[src/rtl/lives_pkg.sv]
// rtl/lives_pkg.sv - shared state encoding and widths for the lives tracker
package lives_pkg;

  localparam int DEATH_W     = 2;
  localparam int FRAME_CNT_W = 8;

  typedef enum logic [1:0] {
    ALIVE     = 2'd0,
    RESPAWN   = 2'd1,
    INVULN    = 2'd2,
    GAME_OVER = 2'd3
  } lives_state_t;

endpackage

[src/rtl/edge_rise_detect.sv]
// rtl/edge_rise_detect.sv - one-cycle rise pulse from a level input
module edge_rise_detect (
  input  logic clk,
  input  logic resetN,
  input  logic in_i,
  output logic rise_o
);

  logic in_q;

  always_ff @(posedge clk) begin
    if (!resetN) in_q <= 1'b0;
    else         in_q <= in_i;
  end

  assign rise_o = in_i & ~in_q;

endmodule

[src/rtl/player_lives_tracker.sv]
// rtl/player_lives_tracker.sv - death counter, respawn/invulnerability timer, game over flag
// Optional extra-life input is built only when LIVES_EXTRA_LIFE_EN is defined.
module player_lives_tracker
  import lives_pkg::*;
#(
  parameter int MAX_LIVES      = 3,
  parameter int RESPAWN_FRAMES = 30,
  parameter int INVULN_FRAMES  = 120,
  parameter int BLINK_BIT      = 3
) (
  input  logic               clk,
  input  logic               resetN,
  input  logic               startOfFrame,
  input  logic               hitEvent,
  input  logic               newGame,
`ifdef LIVES_EXTRA_LIFE_EN
  input  logic               bonusPickup,
`endif
  output logic [DEATH_W-1:0] death,
  output logic               gameOver,
  output logic               tankVisible,
  output logic               invulnerable,
  output logic               blink,
  output logic               respawnReq
);

  localparam logic [DEATH_W-1:0]     MAX_D   = DEATH_W'(MAX_LIVES);
  localparam logic [DEATH_W:0]       MAX_X   = (DEATH_W+1)'(MAX_LIVES);
  localparam logic [FRAME_CNT_W-1:0] RESP_LD = FRAME_CNT_W'(RESPAWN_FRAMES);
  localparam logic [FRAME_CNT_W-1:0] INV_LD  = FRAME_CNT_W'(INVULN_FRAMES);

  lives_state_t           state_q, state_d;
  logic [DEATH_W-1:0]     death_q, death_d;
  logic [FRAME_CNT_W-1:0] cnt_q, cnt_d;
  logic                   req_q, req_d;
  logic                   go_q, go_d;
  logic                   vis_q, vis_d;
  logic                   inv_q, inv_d;
  logic                   blink_q, blink_d;
  logic                   hit_rise;
  logic                   bonus_rise;

  edge_rise_detect u_hit_edge (
    .clk    (clk),
    .resetN (resetN),
    .in_i   (hitEvent),
    .rise_o (hit_rise)
  );

`ifdef LIVES_EXTRA_LIFE_EN
  edge_rise_detect u_bonus_edge (
    .clk    (clk),
    .resetN (resetN),
    .in_i   (bonusPickup),
    .rise_o (bonus_rise)
  );
`else
  assign bonus_rise = 1'b0;
`endif

  always_ff @(posedge clk) begin
    if (!resetN) begin
      state_q <= ALIVE;
      death_q <= '0;
      cnt_q   <= '0;
      req_q   <= 1'b0;
      go_q    <= 1'b0;
      vis_q   <= 1'b1;
      inv_q   <= 1'b0;
      blink_q <= 1'b1;
    end else begin
      state_q <= state_d;
      death_q <= death_d;
      cnt_q   <= cnt_d;
      req_q   <= req_d;
      go_q    <= go_d;
      vis_q   <= vis_d;
      inv_q   <= inv_d;
      blink_q <= blink_d;
    end
  end

  always_comb begin
    state_d = state_q;
    death_d = death_q;
    cnt_d   = cnt_q;
    req_d   = 1'b0;
    if (newGame) begin
      death_d = '0;
      cnt_d   = RESP_LD;
      state_d = RESPAWN;
    end else begin
      unique case (state_q)
        ALIVE: begin
          if (hit_rise) begin
            if ({1'b0, death_q} + 1'b1 >= MAX_X) begin
              death_d = MAX_D;
              state_d = GAME_OVER;
            end else begin
              death_d = death_q + 1'b1;
              cnt_d   = RESP_LD;
              state_d = RESPAWN;
            end
          end else if (bonus_rise && death_q != '0) begin
            death_d = death_q - 1'b1;
          end
        end
        RESPAWN: begin
          if (startOfFrame && cnt_q != '0) begin
            cnt_d = cnt_q - 1'b1;
            // the decrement that lands on zero hands over to invulnerability
            if (cnt_q == FRAME_CNT_W'(1)) begin
              req_d   = 1'b1;
              cnt_d   = INV_LD;
              state_d = INVULN;
            end
          end
        end
        INVULN: begin
          if (bonus_rise && death_q != '0) death_d = death_q - 1'b1;
          if (startOfFrame && cnt_q != '0) begin
            cnt_d = cnt_q - 1'b1;
            if (cnt_q == FRAME_CNT_W'(1)) state_d = ALIVE;
          end
        end
        default: ;
      endcase
    end
  end

  // outputs are derived from next state so they change on the same edge as the FSM
  always_comb begin
    go_d    = (state_d == GAME_OVER);
    vis_d   = !(state_d == RESPAWN || state_d == GAME_OVER);
    inv_d   = (state_d == RESPAWN || state_d == INVULN);
    blink_d = (state_d == INVULN) ? cnt_d[BLINK_BIT] : 1'b1;
  end

  assign death        = death_q;
  assign gameOver     = go_q;
  assign tankVisible  = vis_q;
  assign invulnerable = inv_q;
  assign blink        = blink_q;
  assign respawnReq   = req_q;

endmodule

[config.mk]
export PLATFORM = sky130hd
export DESIGN_NAME = player_lives_tracker
export DESIGN_NICKNAME = d
export VERILOG_FILES = /design/src/rtl/lives_pkg.sv /design/src/rtl/edge_rise_detect.sv /design/src/rtl/player_lives_tracker.sv
export SDC_FILE = /design/constraint.sdc
export NUM_CORES = 1
export LEC_CHECK = 0
export ABC_AREA = 1
export ABC_CLOCK_PERIOD_IN_PS = 2270
export CAP_MARGIN = 20
export CORE_AREA = 5 5 64 66
export CTS_BUF_LIST = sky130_fd_sc_hd__clkbuf_4 sky130_fd_sc_hd__clkbuf_8
export CTS_CLUSTER_DIAMETER = 120
export DETAILED_ROUTE_END_ITERATION = 6
export DIE_AREA = 0 0 69 71
export PLACE_DENSITY = 0.63
export REMOVE_ABC_BUFFERS = 1
export SKIP_LAST_GASP = 1
export SYNTH_ARGS = -nofsm -noshare
export SYNTH_HDL_FRONTEND = slang
export SYNTH_HIERARCHICAL = 1
export SYNTH_SLANG_ARGS = --single-unit
[constraint.sdc]
create_clock -name clk -period 2.27 [get_ports clk]
set_clock_uncertainty 0.2 [all_clocks]
set_input_delay 0.454 -clock clk [delete_from_list [all_inputs] [get_ports clk]]
set_output_delay 0.454 -clock clk [all_outputs]
set_load 0.01 [all_outputs]
Word level (Yosys, flattened, before mapping). Index checks and enable logic that the tools add are counted.

Add/subtract/negate cells: 3. Multipliers: 0. Divide/modulo/power cells: 0. Magnitude comparators: 1. Eq/ne operators: 14. Shift-type cells: 0. Muxes and demuxes: 17. Bitwise gates (word level): 5. Reductions and logical operators: 14.

Operators by type and width (count): $mux W8 (5); $pmux W8 S3 (1); $mux W2 (8); $ne A3 B3 Y1 const B (4); $reduce_and A5 Y1 (2); $eq A8 B1 Y1 const B (1); $ne A2 B2 Y1 const B (4); $reduce_bool A8 Y1 (1); $sub A8 B1 Y8 const B (1); $eq A2 B2 Y1 const B (3); $pmux W2 S3 (1); $mux W5 (1); $eq A2 B1 Y1 const B (2); $not A1 Y1 (4); $reduce_and A2 Y1 (2); $reduce_bool A4 Y1 (1); $reduce_or A4 Y1 (1); $add A2 B1 Y3 const B (1); $ge A3 B2 Y1 const B (1); $reduce_bool A3 Y1 (1); $add A2 B1 Y2 const B (1); $logic_not A2 Y1 (1); $logic_or A1 B1 Y1 (2); $reduce_or A2 Y1 (1); other kinds (4) (4).

Register bits: 18. Latch bits: 0. Memory bits (writable): 0. Bits in read-only memories: 0. Output and inout bits: 7. Memories: 0.

Longest topological paths before layout.
Depth in word-level cells: 9. Depth in mapped cells: 14. Depth with buffers taken out: 14.

Cells and area by module. The synthesis kept the hierarchy.

Modules (own cells, without submodules): player_lives_tracker (times used 1, cells each 178, area each 1242.4 sq um); edge_rise_detect (times used 1, cells each 5, area each 37.5 sq um).

Worst setup path after synthesis. Ideal clock, no wire load.

Path type: register -> register. Start point: register state_q[1]. End point: register go_q (netlist: gameOver). Library setup time: 0.109 ns. Arrival: 1.637 ns. Data required time: 1.961 ns. Setup slack: 0.325 ns. Stages on the path, launching flop included: 12. Buffers on the path: 0. Cell sequence: dfxtp_1 -> inv_1 -> ha_1 -> nor2_1 -> inv_2 -> nand2_2 -> nand2_2 -> a21oi_4 -> inv_1 -> ha_1 -> nand2_1 -> inv_1.

Elaborated cells between the ends (all ways): 11. Classes of those cells: eq/ne: 3; mux: 7; reduce/logical: 1.

RTL lines: from (decl) (line player_lives_tracker.sv:32) `lives_state_t state_q, state_d;`; from (signal assigned) (line player_lives_tracker.sv:72) `state_q <= state_d;`; $eq A2 B2 Y1 (tied with other cells) (line player_lives_tracker.sv:93) `unique case (state_q)`; $pmux W2 S3 * (line player_lives_tracker.sv:93); $mux W2 * (line player_lives_tracker.sv:88) `if (newGame) begin`; via state_d[0] (line player_lives_tracker.sv:32); $eq A2 B2 Y1 * (line player_lives_tracker.sv:133) `go_d = (state_d == GAME_OVER);`; via go_d (line player_lives_tracker.sv:36) `logic go_q, go_d;`; to (signal assigned) (line player_lives_tracker.sv:76) `go_q <= go_d;`; to (decl) (line player_lives_tracker.sv:36).

Mark *: on every way through the listed nets, which the timed path passes. The rest lies on a longest branch. A chain may end at the register's enable or synchronous reset.

Worst setup path after layout. Ends and elaborated chain as after synthesis.

==> impl_metrics.sql <==
INSERT INTO impl_metrics (metric_group, metric, value, unit) VALUES
('status', 'run_status', 'completed', ''),
('worst_setup_path', 'count_of_cells_along_the_worst_register_to_register_path', '11', ''),
('floorplanning', 'placement_rows', '22', ''),
('floorplanning', 'fp.dieW', '69', 'um'),
('clock_network', 'clock-sinks', '18', ''),
('placement', 'dp.final_hpwl', '2170', 'um'),
('clock_network', 'cts_tree', 'done', ''),
('routing', 'first_iter_violations', '43', ''),
('synth', 'yosys.area_share.adder', '0.08798', ''),
('min_path', 'hold_depth', '1', ''),
('placement', 'place.detailed.instances', '248', ''),
('clock_network', 'cts_inserted_buffers', '3', ''),
('routing', 'drt_pass1_iterations', '4', ''),
('job', 'max_cap_viol_count', '0', ''),
('final_layout', 'final_net_count', '219', ''),
('clock_network', 'post_cts_hold_buffer_count', '0', ''),
('routing', 'drc_errors_left', '0', ''),
('routing', 'route.vias.total', '1117', ''),
('routing', 'routedWlPerCell', '10.48', 'um'),
('final_layout', 'count_of_inserted_antenna_diode_cells', '0', ''),
('synth', 'largest_family_of_logic_cells_by_synthesized_area', 'simple AND/OR/NAND/NOR gates', ''),
('synth', 'ys_seq_area_frac', '0.2815', ''),
('final_layout', 'share_of_layout_cells_above_drive_strength_1', '0.2255', ''),
('synth', 'synth_compound_area_frac', '0.09775', ''),
('timing', 'fmax', '494.6', 'MHz'),
('synth', 'synthesis.area', '0.001280', 'sq mm'),
('clock_network', 'clockBufferDepth', '2', ''),
('placement', 'gp_routability_congestion', '0.8188', ''),
('synth', 'synthMuxAreaShare', '0', ''),
('global_route', 'antenna_violations_before_repair', '0', ''),
('timing', 'unrepaired_setup_endpoints_after_global_routing', 'false', ''),
('floorplanning', 'floorplan.die.height', '71', 'um'),
('worst_setup_path', 'crit_required', '2.28', 'ns'),
('synth', 'synth_cells', '183', ''),
('synth', 'synthesis_warnings', '6', ''),
('final_layout', 'area.growth.synth_to_final', '19.84', '%'),
('worst_setup_path', 'path_max_fanout', '5', ''),
('global_route', 'vias_in_the_first_global_route', '1079', ''),
('timing', 'min_period', '2.022', 'ns'),
('clock_network', 'worstSkewPairLatency', '0.30', 'ns'),
('final_layout', 'post_layout_cell_count', '252', ''),
('timing', 'worstMarginPinSlew', '0.3378', 'ns'),
('routing', 'drt-total-wl', '2641', 'um'),
('power_and_ir_drop', 'p_per_area', '534.1', 'mW/mm^2'),
('floorplanning', 'design.die.area', '0.004899', 'sq mm'),
('routing', 'routed_via_density', '4.433', ''),
('floorplanning', 'start_util', '0.3633', ''),
('min_path', 'holdCritPathClass', 'flip-flop to flip-flop', ''),
('worst_setup_path', 'arrival', '2.04', 'ns'),
('global_route', 'grt_first_pass_wirelength', '4774', 'um'),
('clock_network', 'cts-htree-levels', '1', ''),
('synth', 'synth_xor_xnor_area_share', '0.006843', ''),
('floorplanning', 'boundaryPins', '12', ''),
('timing', 'final_hold_viol_count', '0', ''),
('global_route', 'global_route.usage.total', '0.1188', ''),
('clock_network', 'clock_root_buffer', 'sky130_fd_sc_hd__clkbuf_4', ''),
('power_and_ir_drop', 'ir_worst_vdd', '443.7', 'uV'),
('timing', 'timing_max_transition_violations_final', '0', ''),
('global_route', 'pin_count_of_the_biggest_net_entering_global_routing', '11', ''),
('synth', 'synth_seq_cells', '18', ''),
('global_route', 'globalRouteOverflowTotal', '0', ''),
('worst_setup_path', 'worstSetupEndpointType', 'flip-flop', ''),
('floorplanning', 'core-area', '0.003523', 'sq mm'),
('synth', 'yosysUniqueCellTypes', '26', ''),
('placement', 'place_area', '0.001495', 'sq mm'),
('synth', 'synth-simple-area-share', '0.4321', ''),
('timing', 'holdWs', '0.2799', 'ns'),
('timing', 'headroom_to_the_max_slew_limit', '0.7724', ''),
('timing', 'fin_crit_sh', '0.8906', ''),
('timing', 'setup-tns-final', '0', 'ns'),
('routing', 'route.antenna.remaining_nets', '0', ''),
('final_layout', 'postLayoutCellArea', '0.001534', 'sq mm'),
('clock_network', 'path_clk_slew', '0.11', 'ns'),
('power_and_ir_drop', 'finalPower', '0.0008192', 'W'),
('worst_setup_path', 'critical_path_type', 'flip-flop to flip-flop', ''),
('placement', 'buffer_ports.inserted', '11', ''),
('timing', 'setup-violations-final', '0', ''),
('power_and_ir_drop', 'static-leakage-power', '0.7334', 'nW'),
('worst_setup_path', 'worst_setup_path_start_kind', 'flip-flop', ''),
('synth', 'postSynthAreaPerCell', '6.994', 'sq um');
layout by cell type (no fill, tap or decap):
cell                              netlist  layout
sky130_fd_sc_hd__nor2_1                22      21
sky130_fd_sc_hd__nand3_4                1       1
sky130_fd_sc_hd__o21ai_2                1       1
sky130_fd_sc_hd__nor2_2                 5       6
sky130_fd_sc_hd__nor2_8                 1       1
sky130_fd_sc_hd__buf_4                  0       6
sky130_fd_sc_hd__a21oi_4                2       2
sky130_fd_sc_hd__o21ai_1                1       1
sky130_fd_sc_hd__nor4_2                 1       1
sky130_fd_sc_hd__ha_1                   9       9
sky130_fd_sc_hd__nand3_2                1       1
sky130_fd_sc_hd__a21oi_1                9       9
sky130_fd_sc_hd__nor3_2                 1       1
sky130_fd_sc_hd__nand3_1               10      10
sky130_fd_sc_hd__nand2_2                8       8
sky130_fd_sc_hd__nand2_1               40      40
sky130_fd_sc_hd__clkdlybuf4s50_1        0      11
sky130_fd_sc_hd__nor2_4                 2       2
sky130_fd_sc_hd__clkbuf_4               0       3
sky130_fd_sc_hd__nand3b_1               1       1
sky130_fd_sc_hd__or2_2                  1       1
sky130_fd_sc_hd__o21ai_0                5       5
sky130_fd_sc_hd__xor2_1                 1       1
sky130_fd_sc_hd__inv_1                 26      26
sky130_fd_sc_hd__a21oi_2                1       1
sky130_fd_sc_hd__dfxtp_1               18      18
sky130_fd_sc_hd__clkbuf_8               0       1
sky130_fd_sc_hd__nand4_1                6       6
sky130_fd_sc_hd__inv_2                  6       6
sky130_fd_sc_hd__nand2_4                4       4
cells by family (layout without fill, tap and decap cells):
| kind of cell | Yosys count | after routing |
|---|---|---|
| adders and majority gates | 9 | 9 |
| xor gates and xnor gates | 1 | 1 |
| buffers and inverters | 32 | 53 |
| DFF | 18 | 18 |
| and+or+nand+nor | 104 | 104 |
| AOI/OAI and AO/OA | 19 | 19 |
final timing paths:
check              from       end  slack [ns]
max          state_q[1]  gameOver        0.25
min            death[0]  death[0]        0.28
max reg2reg  state_q[1]  gameOver        0.25
min reg2reg    death[0]  death[0]        0.28
area by class of cell:
| class | instances | area, sq um |
|---|---|---|
| Inverter | 32 | 120.1 |
| Clock buffer | 4 | 36.28 |
| Tap cell | 48 | 60.06 |
| Timing Repair Buffer | 17 | 155.1 |
| Sequential cell | 18 | 360.3 |
| Fill cell | 404 | 1989 |
| Multi-Input combinational cell | 133 | 802.0 |
per-stage QoR:
step,util,worst slack [ns]
2_1_floorplan,-,0.3246
3_3_place_gp,0.4244,0.05106
3_5_place_dp,0.4244,0.004763
4_1_cts,0.4347,0.1692
5_1_grt,0.4354,0.05560
6_report,0.4354,0.2484
flip-flops by register name, indices dropped and copies added, names as in the netlist:
name	flops
cnt_q	8
gameOver	1
respawnReq	1
invulnerable	1
blink	1
u_hit_edge/in_q	1
state_q	2
tankVisible	1
death	2
per-layer routing:
| layer | up-vias | global-route usage | part of all wire |
|---|---|---|---|
| met5 | - | 0 | 0 |
| met4 | 0 | 0.04989 | 0.019 |
| met3 | 5 | 0.01136 | 0.022 |
| met2 | 16 | 0.1960 | 0.44 |
| met1 | 474 | 0.1583 | 0.51 |
| li1 | 622 | - | - |
where the power goes:
group	total (W)	switching (W)	internal, W
Sequential	0.000352	0.0000189	0.000333
Clock	0.000198	0.000100	0.0000979
Combinational	0.000269	0.000162	0.000107
timing repair:
| item | 4_1_cts | 5_1_grt |
|---|---|---|
| gates resized for setup | 0 | 1 |
| setup buffers | 0 | 0 |
| setup endpoints to repair | 0 | 1 |
cells in the mapped netlist:
master                      n  area share
sky130_fd_sc_hd__nand2_1   40        0.12
sky130_fd_sc_hd__inv_1     26       0.076
sky130_fd_sc_hd__nor2_1    22       0.065
sky130_fd_sc_hd__dfxtp_1   18        0.28
sky130_fd_sc_hd__nand3_1   10       0.039
sky130_fd_sc_hd__a21oi_1    9       0.035
sky130_fd_sc_hd__ha_1       9       0.088
sky130_fd_sc_hd__nand2_2    8       0.039
sky130_fd_sc_hd__inv_2      6       0.018
sky130_fd_sc_hd__nand4_1    6       0.029
sky130_fd_sc_hd__nor2_2     5       0.024
sky130_fd_sc_hd__o21ai_0    5       0.020
sky130_fd_sc_hd__nand2_4    4       0.035
sky130_fd_sc_hd__a21oi_4    2       0.025
sky130_fd_sc_hd__nor2_4     2       0.018
sky130_fd_sc_hd__a21oi_2    1      0.0068
sky130_fd_sc_hd__nand3_2    1      0.0078
sky130_fd_sc_hd__nand3_4    1       0.014
sky130_fd_sc_hd__nand3b_1   1      0.0059
sky130_fd_sc_hd__nor2_8     1       0.016
sky130_fd_sc_hd__nor3_2     1      0.0078
sky130_fd_sc_hd__nor4_2     1      0.0098
sky130_fd_sc_hd__o21ai_1    1      0.0039
sky130_fd_sc_hd__o21ai_2    1      0.0068
sky130_fd_sc_hd__or2_2      1      0.0049
sky130_fd_sc_hd__xor2_1     1      0.0068
worst max-delay path: stages (launching register included):
cell	delay, ns
sky130_fd_sc_hd__dfxtp_1	0.43
sky130_fd_sc_hd__inv_1	0.12
sky130_fd_sc_hd__ha_1	0.25
sky130_fd_sc_hd__nor2_2	0.20
sky130_fd_sc_hd__inv_2	0.10
sky130_fd_sc_hd__nand2_2	0.08
sky130_fd_sc_hd__nand2_2	0.07
sky130_fd_sc_hd__a21oi_4	0.15
sky130_fd_sc_hd__inv_1	0.06
sky130_fd_sc_hd__ha_1	0.19
sky130_fd_sc_hd__nand2_1	0.06
sky130_fd_sc_hd__inv_1	0.04
Note: power is estimated with default switching activity, not from simulation.
